===== src/rtl/alarm_clock_pkg.sv =====
// Shared types and sizing helpers for the alarm clock controller.
package alarm_clock_pkg;

    typedef enum logic [2:0] {
        ModeRun    = 3'd0,
        ModeSetHr  = 3'd1,
        ModeSetMin = 3'd2,
        ModeAlmHr  = 3'd3,
        ModeAlmMin = 3'd4
    } mode_e;

    typedef enum logic [1:0] {
        AlmIdle   = 2'd0,
        AlmRing   = 2'd1,
        AlmSnooze = 2'd2,
        AlmDone   = 2'd3
    } alm_e;

    localparam logic [1:0] DispMmSs  = 2'd0;
    localparam logic [1:0] DispTime  = 2'd1;
    localparam logic [1:0] DispAlarm = 2'd2;

    localparam int unsigned LedW = 10;

    localparam int unsigned DefRepeatDlyMs = 500;
    localparam int unsigned DefRepeatMs    = 150;
    localparam int unsigned DefTimeoutS    = 30;
    localparam int unsigned DefRingS       = 60;
    localparam int unsigned DefSnoozeS     = 300;

    // Counters run 0..N-1, so clog2(N) bits are enough.
    function automatic int unsigned cnt_w(input int unsigned n);
        return (n <= 1) ? 1 : $clog2(n);
    endfunction

    function automatic int unsigned umax(input int unsigned a, input int unsigned b);
        return (a > b) ? a : b;
    endfunction

    localparam int unsigned MsCntW  = cnt_w(DefRepeatDlyMs);
    localparam int unsigned SecCntW = cnt_w(DefTimeoutS);
    localparam int unsigned SnzCntW = cnt_w(DefSnoozeS);

    function automatic mode_e next_mode(input mode_e m);
        unique case (m)
            ModeRun:    return ModeSetHr;
            ModeSetHr:  return ModeSetMin;
            ModeSetMin: return ModeAlmHr;
            ModeAlmHr:  return ModeAlmMin;
            default:    return ModeRun;
        endcase
    endfunction

endpackage


===== src/rtl/alarm_clock_ctrl_if.sv =====
// Buttons, timebase ticks and datapath controls between the alarm clock FSM and its surroundings.
interface alarm_clock_ctrl_if;
    import alarm_clock_pkg::*;

    logic            tick_1ms;
    logic            tick_1s;
    logic            btn_mode;
    logic            btn_up;
    logic            btn_ok;
    logic            alarm_en;
    logic            alarm_match;
    logic            run_en;
    logic            inc_hr;
    logic            inc_min;
    logic            ainc_hr;
    logic            ainc_min;
    logic [1:0]      disp_sel;
    logic            blank_hi;
    logic            blank_lo;
    logic [LedW-1:0] ring_led;
    logic            ringing;

    modport master (
        output tick_1ms, tick_1s, btn_mode, btn_up, btn_ok, alarm_en, alarm_match,
        input  run_en, inc_hr, inc_min, ainc_hr, ainc_min, disp_sel, blank_hi, blank_lo,
               ring_led, ringing
    );

    modport slave (
        input  tick_1ms, tick_1s, btn_mode, btn_up, btn_ok, alarm_en, alarm_match,
        output run_en, inc_hr, inc_min, ainc_hr, ainc_min, disp_sel, blank_hi, blank_lo,
               ring_led, ringing
    );

endinterface


===== src/rtl/btn_edge_sync.sv =====
// Two-flop synchroniser with a registered rising-edge pulse (raw edge to pulse: 3 cycles).
module btn_edge_sync (
    input  logic clk,
    input  logic rst,
    input  logic raw,
    output logic level,
    output logic pulse
);

    logic s1_q, s2_q, s3_q, pulse_q;

    always_ff @(posedge clk) begin
        if (rst) begin
            s1_q    <= 1'b0;
            s2_q    <= 1'b0;
            s3_q    <= 1'b0;
            pulse_q <= 1'b0;
        end else begin
            s1_q    <= raw;
            s2_q    <= s1_q;
            s3_q    <= s2_q;
            pulse_q <= s2_q & ~s3_q;
        end
    end

    assign level = s2_q;
    assign pulse = pulse_q;

endmodule


===== src/rtl/alarm_clock_ctrl.sv =====
// Mode/set sequencing, increment strobes with auto-repeat, blink and alarm ring/snooze control.
module alarm_clock_ctrl
    import alarm_clock_pkg::*;
#(
    parameter int unsigned REPEAT_DLY_MS = DefRepeatDlyMs,
    parameter int unsigned REPEAT_MS     = DefRepeatMs,
    parameter int unsigned TIMEOUT_S     = DefTimeoutS,
    parameter int unsigned RING_S        = DefRingS,
    parameter int unsigned SNOOZE_S      = DefSnoozeS
) (
    input logic              clk,
    input logic              rst,
    alarm_clock_ctrl_if.slave bus
);

    localparam int unsigned MsW  = umax(MsCntW, cnt_w(umax(REPEAT_DLY_MS, REPEAT_MS)));
    localparam int unsigned SecW = umax(SecCntW, cnt_w(TIMEOUT_S));
    localparam int unsigned AlmW = umax(SnzCntW, cnt_w(umax(RING_S, SNOOZE_S)));

    logic p_mode, p_up, p_ok, up_lvl, mode_lvl, ok_lvl;

    btn_edge_sync u_sync_mode (.clk(clk), .rst(rst), .raw(bus.btn_mode), .level(mode_lvl),
                               .pulse(p_mode));
    btn_edge_sync u_sync_up   (.clk(clk), .rst(rst), .raw(bus.btn_up), .level(up_lvl),
                               .pulse(p_up));
    btn_edge_sync u_sync_ok   (.clk(clk), .rst(rst), .raw(bus.btn_ok), .level(ok_lvl),
                               .pulse(p_ok));

    logic unused_lvl;
    assign unused_lvl = mode_lvl ^ ok_lvl;

    mode_e           mode_q, mode_d;
    alm_e            alm_q, alm_d;
    logic [SecW-1:0] idle_q, idle_d;
    logic [MsW-1:0]  hold_q, hold_d;
    logic [AlmW-1:0] acnt_q, acnt_d;
    logic            rep_q, rep_d, rep_fire;
    logic            phase_q;
    logic [LedW-1:0] led_q, led_d;
    logic            inc_hr_q, inc_min_q, ainc_hr_q, ainc_min_q;
    logic            inc_hr_d, inc_min_d, ainc_hr_d, ainc_min_d;

    // Presses that end a ring belong to the alarm and are hidden from the mode FSM.
    logic ring_now, pm, pu, po, set_state, up_evt, blink;
    assign ring_now  = (alm_q == AlmRing);
    assign pm        = p_mode & ~ring_now;
    assign pu        = p_up & ~ring_now;
    assign po        = p_ok & ~ring_now;
    assign set_state = (mode_q != ModeRun);

    always_comb begin
        mode_d = mode_q;
        idle_d = idle_q;
        if (!set_state || pm || pu || po) begin
            idle_d = '0;
        end else if (bus.tick_1s) begin
            if (idle_q == SecW'(TIMEOUT_S - 1)) begin
                idle_d = '0;
                mode_d = ModeRun;
            end else begin
                idle_d = idle_q + 1'b1;
            end
        end
        if (po && set_state) begin
            mode_d = ModeRun;
        end else if (pm) begin
            mode_d = next_mode(mode_q);
        end
    end

    always_comb begin
        hold_d   = hold_q;
        rep_d    = rep_q;
        rep_fire = 1'b0;
        if (!up_lvl) begin
            hold_d = '0;
            rep_d  = 1'b0;
        end else if (bus.tick_1ms) begin
            if (hold_q == (rep_q ? MsW'(REPEAT_MS - 1) : MsW'(REPEAT_DLY_MS - 1))) begin
                hold_d   = '0;
                rep_d    = 1'b1;
                rep_fire = 1'b1;
            end else begin
                hold_d = hold_q + 1'b1;
            end
        end
    end

    assign up_evt     = pu | rep_fire;
    assign inc_hr_d   = up_evt & (mode_q == ModeSetHr);
    assign inc_min_d  = up_evt & (mode_q == ModeSetMin);
    assign ainc_hr_d  = up_evt & (mode_q == ModeAlmHr);
    assign ainc_min_d = up_evt & (mode_q == ModeAlmMin);

    always_comb begin
        alm_d  = alm_q;
        acnt_d = acnt_q;
        led_d  = '0;
        if (!bus.alarm_en) begin
            alm_d  = AlmIdle;
            acnt_d = '0;
        end else begin
            unique case (alm_q)
                AlmIdle: begin
                    // A match seen while setting is parked in Done so it cannot ring late.
                    if (bus.alarm_match) begin
                        alm_d  = (mode_q == ModeRun) ? AlmRing : AlmDone;
                        acnt_d = '0;
                    end
                end
                AlmRing: begin
                    led_d = led_q;
                    if (p_ok) begin
                        alm_d  = AlmSnooze;
                        acnt_d = '0;
                        led_d  = '0;
                    end else if (p_mode || p_up) begin
                        alm_d = AlmDone;
                        led_d = '0;
                    end else if (bus.tick_1s) begin
                        if (acnt_q == AlmW'(RING_S - 1)) begin
                            alm_d  = AlmDone;
                            acnt_d = '0;
                            led_d  = '0;
                        end else begin
                            acnt_d = acnt_q + 1'b1;
                            led_d  = ~led_q;
                        end
                    end
                end
                AlmSnooze: begin
                    if (bus.tick_1s) begin
                        if (acnt_q == AlmW'(SNOOZE_S - 1)) begin
                            alm_d  = AlmRing;
                            acnt_d = '0;
                        end else begin
                            acnt_d = acnt_q + 1'b1;
                        end
                    end
                end
                AlmDone: begin
                    if (!bus.alarm_match) alm_d = AlmIdle;
                end
                default: alm_d = AlmIdle;
            endcase
        end
    end

    always_ff @(posedge clk) begin
        if (rst) begin
            mode_q     <= ModeRun;
            alm_q      <= AlmIdle;
            idle_q     <= '0;
            hold_q     <= '0;
            acnt_q     <= '0;
            rep_q      <= 1'b0;
            phase_q    <= 1'b0;
            led_q      <= '0;
            inc_hr_q   <= 1'b0;
            inc_min_q  <= 1'b0;
            ainc_hr_q  <= 1'b0;
            ainc_min_q <= 1'b0;
        end else begin
            mode_q     <= mode_d;
            alm_q      <= alm_d;
            idle_q     <= idle_d;
            hold_q     <= hold_d;
            acnt_q     <= acnt_d;
            rep_q      <= rep_d;
            phase_q    <= phase_q ^ bus.tick_1s;
            led_q      <= led_d;
            inc_hr_q   <= inc_hr_d;
            inc_min_q  <= inc_min_d;
            ainc_hr_q  <= ainc_hr_d;
            ainc_min_q <= ainc_min_d;
        end
    end

    // Blink is suppressed while auto-repeating so the changing digits stay readable.
    assign blink = phase_q & ~rep_q;

    always_comb begin
        bus.disp_sel = DispMmSs;
        bus.run_en   = 1'b1;
        bus.blank_hi = 1'b0;
        bus.blank_lo = 1'b0;
        unique case (mode_q)
            ModeSetHr: begin
                bus.disp_sel = DispTime;
                bus.run_en   = 1'b0;
                bus.blank_hi = blink;
            end
            ModeSetMin: begin
                bus.disp_sel = DispTime;
                bus.run_en   = 1'b0;
                bus.blank_lo = blink;
            end
            ModeAlmHr: begin
                bus.disp_sel = DispAlarm;
                bus.blank_hi = blink;
            end
            ModeAlmMin: begin
                bus.disp_sel = DispAlarm;
                bus.blank_lo = blink;
            end
            default: ;
        endcase
    end

    assign bus.inc_hr   = inc_hr_q;
    assign bus.inc_min  = inc_min_q;
    assign bus.ainc_hr  = ainc_hr_q;
    assign bus.ainc_min = ainc_min_q;
    assign bus.ring_led = led_q;
    assign bus.ringing  = ring_now;

endmodule


===== src/flat_wrapper.sv =====
// flat-port wrapper written by rule: the top's interface ports become plain ports
module alarm_clock_ctrl_flat import alarm_clock_pkg::*;
#(
    parameter int unsigned REPEAT_DLY_MS = DefRepeatDlyMs,
    parameter int unsigned REPEAT_MS     = DefRepeatMs,
    parameter int unsigned TIMEOUT_S     = DefTimeoutS,
    parameter int unsigned RING_S        = DefRingS,
    parameter int unsigned SNOOZE_S      = DefSnoozeS
)
  (clk, rst, bus_tick_1ms, bus_tick_1s, bus_btn_mode, bus_btn_up, bus_btn_ok, bus_alarm_en, bus_alarm_match, bus_run_en, bus_inc_hr, bus_inc_min, bus_ainc_hr, bus_ainc_min, bus_disp_sel, bus_blank_hi, bus_blank_lo, bus_ring_led, bus_ringing);
  alarm_clock_ctrl_if bus_i ();
  input logic clk;
  input logic rst;
  input wire logic [$bits(bus_i.tick_1ms)-1:0] bus_tick_1ms;
  input wire logic [$bits(bus_i.tick_1s)-1:0] bus_tick_1s;
  input wire logic [$bits(bus_i.btn_mode)-1:0] bus_btn_mode;
  input wire logic [$bits(bus_i.btn_up)-1:0] bus_btn_up;
  input wire logic [$bits(bus_i.btn_ok)-1:0] bus_btn_ok;
  input wire logic [$bits(bus_i.alarm_en)-1:0] bus_alarm_en;
  input wire logic [$bits(bus_i.alarm_match)-1:0] bus_alarm_match;
  output wire logic [$bits(bus_i.run_en)-1:0] bus_run_en;
  output wire logic [$bits(bus_i.inc_hr)-1:0] bus_inc_hr;
  output wire logic [$bits(bus_i.inc_min)-1:0] bus_inc_min;
  output wire logic [$bits(bus_i.ainc_hr)-1:0] bus_ainc_hr;
  output wire logic [$bits(bus_i.ainc_min)-1:0] bus_ainc_min;
  output wire logic [$bits(bus_i.disp_sel)-1:0] bus_disp_sel;
  output wire logic [$bits(bus_i.blank_hi)-1:0] bus_blank_hi;
  output wire logic [$bits(bus_i.blank_lo)-1:0] bus_blank_lo;
  output wire logic [$bits(bus_i.ring_led)-1:0] bus_ring_led;
  output wire logic [$bits(bus_i.ringing)-1:0] bus_ringing;
  assign bus_i.tick_1ms = bus_tick_1ms;
  assign bus_i.tick_1s = bus_tick_1s;
  assign bus_i.btn_mode = bus_btn_mode;
  assign bus_i.btn_up = bus_btn_up;
  assign bus_i.btn_ok = bus_btn_ok;
  assign bus_i.alarm_en = bus_alarm_en;
  assign bus_i.alarm_match = bus_alarm_match;
  assign bus_run_en = bus_i.run_en;
  assign bus_inc_hr = bus_i.inc_hr;
  assign bus_inc_min = bus_i.inc_min;
  assign bus_ainc_hr = bus_i.ainc_hr;
  assign bus_ainc_min = bus_i.ainc_min;
  assign bus_disp_sel = bus_i.disp_sel;
  assign bus_blank_hi = bus_i.blank_hi;
  assign bus_blank_lo = bus_i.blank_lo;
  assign bus_ring_led = bus_i.ring_led;
  assign bus_ringing = bus_i.ringing;
  alarm_clock_ctrl #(.REPEAT_DLY_MS(REPEAT_DLY_MS), .REPEAT_MS(REPEAT_MS), .TIMEOUT_S(TIMEOUT_S), .RING_S(RING_S), .SNOOZE_S(SNOOZE_S)) u_core (.clk(clk), .rst(rst), .bus(bus_i));
endmodule

===== config.mk =====
export PLATFORM = sky130hd
export DESIGN_NAME = alarm_clock_ctrl_flat
export DESIGN_NICKNAME = d
export VERILOG_FILES = /design/src/rtl/alarm_clock_pkg.sv /design/src/rtl/alarm_clock_ctrl_if.sv /design/src/rtl/btn_edge_sync.sv /design/src/rtl/alarm_clock_ctrl.sv /design/src/flat_wrapper.sv
export SDC_FILE = /design/constraint.sdc
export NUM_CORES = 1
export LEC_CHECK = 0
export ABC_AREA = 1
export CAP_MARGIN = 30
export CORE_MARGIN = 10
export CORE_UTILIZATION = 50
export DETAILED_ROUTE_END_ITERATION = 7
export GPL_TIMING_DRIVEN = 0
export MAX_ROUTING_LAYER = met4
export PLACE_DENSITY = 0.72
export SYNTH_ARGS = -nofsm -noshare
export SYNTH_HDL_FRONTEND = slang
export SYNTH_HIERARCHICAL = 1
export SYNTH_SLANG_ARGS = --single-unit

===== constraint.sdc =====
create_clock -name clk -period 3.9 [get_ports clk]
set_input_delay 0.78 -clock clk [delete_from_list [all_inputs] [get_ports clk]]
set_output_delay 0.78 -clock clk [all_outputs]
set_load 0.02 [all_outputs]

# --- Word level (Yosys, flattened, before mapping) ---
# Index checks and enable logic that the tools add are counted.
totals:
  regBits: 56
  word_cells: 127
  inputBits: 9
classes:
  addsub: 3
  eq_ne: 20
  reduce_logical: 25
  n_bitwise: 21
  mux: 34
op_table:
  columns: ["operator", "n"]
  rows:
  - ["9-bit 2-to-1 mux", 9]
  - ["9-bit one-hot mux with 3 select lines", 1]
  - ["9-bit by 1-bit adder with 9-bit output, second input constant", 2]
  - ["2-bit 2-to-1 mux", 9]
  - ["2-bit OR reduction", 8]
  - ["3-bit 2-to-1 mux", 4]
  - ["3-bit one-hot mux with 4 select lines", 1]
  - ["1-bit AND", 11]
  - ["10-bit 2-to-1 mux", 1]
  - ["10-bit inverter", 1]
  - ["9-bit by 6-bit == test with 1-bit output, second input constant", 1]
  - ["9-bit == test", 1]
  - ["9-bit == test, second input constant", 1]
  - ["4-bit inequality test, second input constant", 2]
  - ["2-bit one-hot mux with 4 select lines", 1]
  - ["1-bit inverter", 7]
  - ["3-bit by 2-bit == test with 1-bit output, second input constant", 2]
  - ["1-bit 2-to-1 mux", 6]
  - ["2-bit inequality test, second input constant", 3]
  - ["3-bit inequality test, second input constant", 2]
  - ["6-bit AND reduction", 1]
  - ["3-bit nonzero test", 2]
  - ["5-bit by 1-bit adder with 5-bit output, second input constant", 1]
  - ["5-bit == test, second input constant", 1]
  - ["19 further kinds", 25]

# --- Depth between registers and ports, before layout ---
logic_depth:
  word_depth: 8
  mapped_depth: 10

# --- Cells and area by module ---
# The synthesis kept the hierarchy.
by_module_without_submodules:
  columns: ["mod", "area_per_inst_um2", "cells_each", "n_inst"]
  rows:
  - ["alarm_clock_ctrl", 2254.7, 308, 1]
  - ["btn_edge_sync", 115.1, 12, 3]

# --- Worst setup path after synthesis ---
# No wires, ideal clock.
synth_path:
  path_kind: "register to output"
  from: "register u_core.mode_q[0]"
  to: "output bus_blank_lo"
  path_buffers: 0
  path_stages_with_launch: 6
  setup_slack_ps: 1990
  t_arrival_ps: 1130
  path_cell_list: "dfxtp_1 > inv_1 > nand2_1 > nor2_1 > nor2_1 > nor3_1"
synth_via:
  elab_chain_cells: 3
  elab_cells_between_ends: 4
  classes_between: "2 x eq/ne; 1 x mux; 1 x reduce/logical"
synth_lines:
  columns: ["element", "line", "source"]
  rows:
  - ["start: declaration", "alarm_clock_ctrl.sv:32", "mode_e mode_q, mode_d;"]
  - ["start signal: assignment", "alarm_clock_ctrl.sv:151", "mode_q <= ModeRun;"]
  - ["start signal: assignment", "alarm_clock_ctrl.sv:164", "mode_q <= mode_d;"]
  - ["3-bit == test / 3-bit by 2-bit == test with 1-bit output (equally long branches)", "alarm_clock_ctrl.sv:187", "unique case (mode_q)"]
  - ["2-bit OR reduction (no line) (*)", null, null]
  - ["1-bit 2-to-1 mux (*)", "alarm_clock_ctrl.sv:187", null]
  - ["end: declaration", "flat_wrapper.sv:28", "output wire logic [$bits(bus_i.blank_lo)-1:0] bus_blank_lo;"]
# Mark *: on every way between the ends. The rest lies on a longest branch, timed or not.

# --- Final worst setup path ---
layout_path:
  from: "register u_core.mode_q[2]"
  to: "output bus_blank_lo"
# The elaborated chain is that of the path after synthesis.

==> summary.md <==
| Metric | Value |
|---|---|
| Routed wire length | `4890 µm` |
| Setup Skew | `0.00863 ns` |
| Placer Congestion | `0.898` |
| Critical path peak fanout | `7` |
| Die area | `8480 µm²` |
| Clock sinks | `56` |
| Final cell utilization of the core | `60.4%` |
| Ys async rst share | `0%` |
| Final Hold Fails | `0` |
| Int Power | `0.800 mW` |
| Top cell type's share of synthesized area | `43.1%` |
| Area used by multi-input combinational logic | `1230 µm²` |
| Critical Path Sink | `bus_blank_lo` |
| Worst reg2reg path depth | `8` |
| P_sw | `0.234 mW` |
| Seq/Total Area, Yosys | `43.1%` |
| Final setup fails | `0` |
| Syn Nets | `363` |
| Antenna cell count | `0` |
| Gates resized, CTS repair | `0` |
| Critical Path Sink Type | `output port` |
| Initial DRC count | `66` |
| Slew headroom | `56.2%` |
| Outcome | `complete, no violations` |
| Sw Ratio | `22.6%` |
| CP required | `3.12 ns` |
| Power per Cell Area | `337 nW/µm²` |
| Pre-antenna DRT Iters | `4` |
| Post-Syn Area | `2600 µm²` |
| Root buffer cell | `clkbuf_8` |
| Core area | `5070 µm²` |
| FILL cells | `458` |
| Register area | `1120 µm²` |
| Synthesis-to-layout area growth | `17.9%` |
| Pre-CTS WS | `1.14 ns` |
| Power Total | `1.03 mW` |
| Syn avg cell area | `7.56 µm²` |
| Clk pwr share | `35.5%` |
| Largest cells by area after synthesis | `dfxtp_1, nand2_1, inv_1` |
| Reg2reg setup slack | `2.03 ns` |
| Nets@finish | `397` |
| I/O Buffers | `27` |
| Arr. time, crit path | `1.97 ns` |
| Syn Inst Count | `344` |
| Ys flop type | `dfxtp_1` |
| Critical R2R Capture | `u_core/acnt_q[3]` |
| Setup slack after layout | `1.15 ns` |
| Tot GR Track Use | `12.8%` |
| Max-Cap Viols | `0` |
| Vias | `2,136` |
| Dominant cell type by area after synthesis | `dfxtp_1` |
| RSZ-0062 raised after global routing | `false` |
| CP Class | `flip-flop to output port` |
| Period utilization | `70.6%` |
| WHS | `0.399 ns` |
| TritonCTS buffer count | `5` |
| Clock Pin Slew Worst Setup and Hold Paths | `0.10 ns` |
| Post-synth cell types | `35` |
| Dpl cell area | `2960 µm²` |
| Drt drc | `0` |
| Synth Register Bits | `56` |
| Row cnt | `26` |
| Post-layout min period | `2.75 ns` |
| Ports | `29` |
| VDD IR max | `0.227 mV` |
| CTS tree | `built` |
| Ys Warns | `6` |
| Slew Limit Fails | `0` |
| Layout Cells excl Fill | `449` |
| First-pass GRT wire length | `8960 µm` |
| DP Wirelength | `3740 µm` |
| Placed insts | `441` |
| Number of enable flip-flop cells after synthesis | `0` |
| Reg power frac | `56.5%` |
| Die height | `92.1 µm` |
| # H-tree levels | `2` |
| Clk_lat worst skew | `0.31 ns` |
| CP startpoint | `u_core/mode_q[2]` |
| Design Area, Final | `3070 µm²` |
| Slew @ Worst Pin | `0.655 ns` |
| Vias in the first global route | `2,090` |
| Comb pwr share | `7.9%` |
| Path type of the worst min-delay path | `flip-flop to flip-flop` |
| Final ANT Viol Nets | `0` |
| DR WL/cell | `10.9 µm` |
| Antenna violations before repair | `0` |
| Post-CTS Hold Buffers | `0` |
| Global-route congestion overflow total | `0` |
| P_leak | `1.19 nW` |
| Max Clk Rate | `363 MHz` |
| Horiz. Die Dim | `92.1 µm` |
| Avg Vias per Cell | `4.76` |
| Share of cells above drive strength 1 | `9.50%` |
| Reg2reg start | `u_core/alm_q[1]` |
| Nature of the critical path startpoint | `flip-flop` |
| Largest net degree at the start of global routing | `17` |
| Postcts setup bufs | `0` |
| Clock buffer depth | `2` |
| Setup TNS | `0 ns` |
| Initial Util | `51.2%` |
-- per-layer routing --
| layer | up-vias | wire [µm] | GRT usage [%] |
|---|---|---|---|
| met2 | 44 | 2290 | 20.8 |
| met3 | 4 | 298 | 4.16 |
| met5 | - | 0 | - |
| met4 | 0 | 40 | 4.37 |
| met1 | 935 | 2270 | 14.6 |
| li1 | 1153 | - | - |
-- worst max-delay path, cell delays in order, from the launching register on --
cell and delay [ns]:
dfxtp_1 0.46, inv_1 0.10, nor2_1 0.20, nor2_1 0.07, nor3_1 0.19, clkdlybuf4s50_1 0.65
-- cell usage in the layout (no fill, tap or decap), types with 2 or more instances in the layout --
cell,Yosys,layout
inv_4,2,2
ha_1,10,10
nor2_2,3,3
o21ai_2,2,2
nor3_1,7,7
clkbuf_8,0,5
nor2_1,52,52
nand2_1,57,57
nand2_2,5,5
o21ai_0,15,15
nor2_4,3,3
inv_1,54,54
xor2_1,8,8
nor4_1,2,2
inv_2,4,4
nor3b_2,2,2
nand4_1,6,6
o211ai_1,2,2
nand3_1,16,16
clkdlybuf4s50_1,0,27
clkbuf_1,1,2
dfxtp_1,56,56
a21oi_1,23,23
-- how the worst min path moves through the flow --
| stage | cells past startpoint | slack (ns) | end | from |
|---|---|---|---|---|
| floorplan | 1 | 0.38 | u_core/u_sync_mode/pulse | u_core/u_sync_mode/s3_q |
| CTS | 1 | 0.40 | u_core/u_sync_ok/pulse | u_core/u_sync_ok/s3_q |
| finish | 1 | 0.40 | u_core/u_sync_ok/pulse | u_core/u_sync_ok/s3_q |
| detailed placement | 1 | 0.39 | u_core/u_sync_ok/pulse | u_core/u_sync_ok/s3_q |
| global route | 1 | 0.42 | u_core/u_sync_ok/pulse | u_core/u_sync_ok/s3_q |
| global placement | 1 | 0.39 | u_core/u_sync_up/pulse | u_core/u_sync_up/s3_q |
-- registers in the layout, summed over array words and instances, names as in the netlist, 2 cells and up --
name / cells
u_core/alm_q: 2
u_core/bus.ring_led: 10
u_core/mode_q: 3
u_core/acnt_q: 9
u_core/hold_q: 9
u_core/idle_q: 5
-- power by group through the flow --
stage | combinational [mW] | clock [mW] | sequential, mW
finish | 0.0819 | 0.367 | 0.584
global placement | 0.0808 | 0 | 0.597
detailed placement | 0.0826 | 0 | 0.598
CTS | 0.0828 | 0.383 | 0.584
global route | 0.0928 | 0.407 | 0.586
floorplan | 0.0530 | 0 | 0.598
-- cell families (layout without fill, tap and decap cells) --
group                    count (synthesis)  in the layout  synth area share [%]
AO/OA/AOI/OAI                           44             44                  9.10
XOR/XNOR                                 9              9                  3.03
adder cells (fa/ha/maj)                 10             10                  4.81
buffers and inverters                   62             97                  9.43
flip-flops                              56             56                  43.1
multiplexers                             1              1                 0.385
AND/OR/NAND/NOR                        162            162                  30.1
-- layout make-up --
type,count,share of cell area [%]
multi-input combinational,226,40.2
clock buffer,6,2.37
clock inverter,2,1.14
inverter,60,7.51
tap,70,2.86
timing repair buffer,27,8.82
buffer,2,0.490
sequential,56,36.6
-- synthesized netlist by cell type, types with 2 or more instances --
| cell type | instances |
|---|---|
| nor3_1 | 7 |
| nor2_2 | 3 |
| nand4_1 | 6 |
| nor2_4 | 3 |
| nand2_2 | 5 |
| nor2_1 | 52 |
| a21oi_1 | 23 |
| nor4_1 | 2 |
| inv_2 | 4 |
| inv_4 | 2 |
| xor2_1 | 8 |
| nand3_1 | 16 |
| nand2_1 | 57 |
| dfxtp_1 | 56 |
| o21ai_0 | 15 |
| o21ai_2 | 2 |
| ha_1 | 10 |
| inv_1 | 54 |
| nor3b_2 | 2 |
| o211ai_1 | 2 |
(Power assumes the default switching activity.)
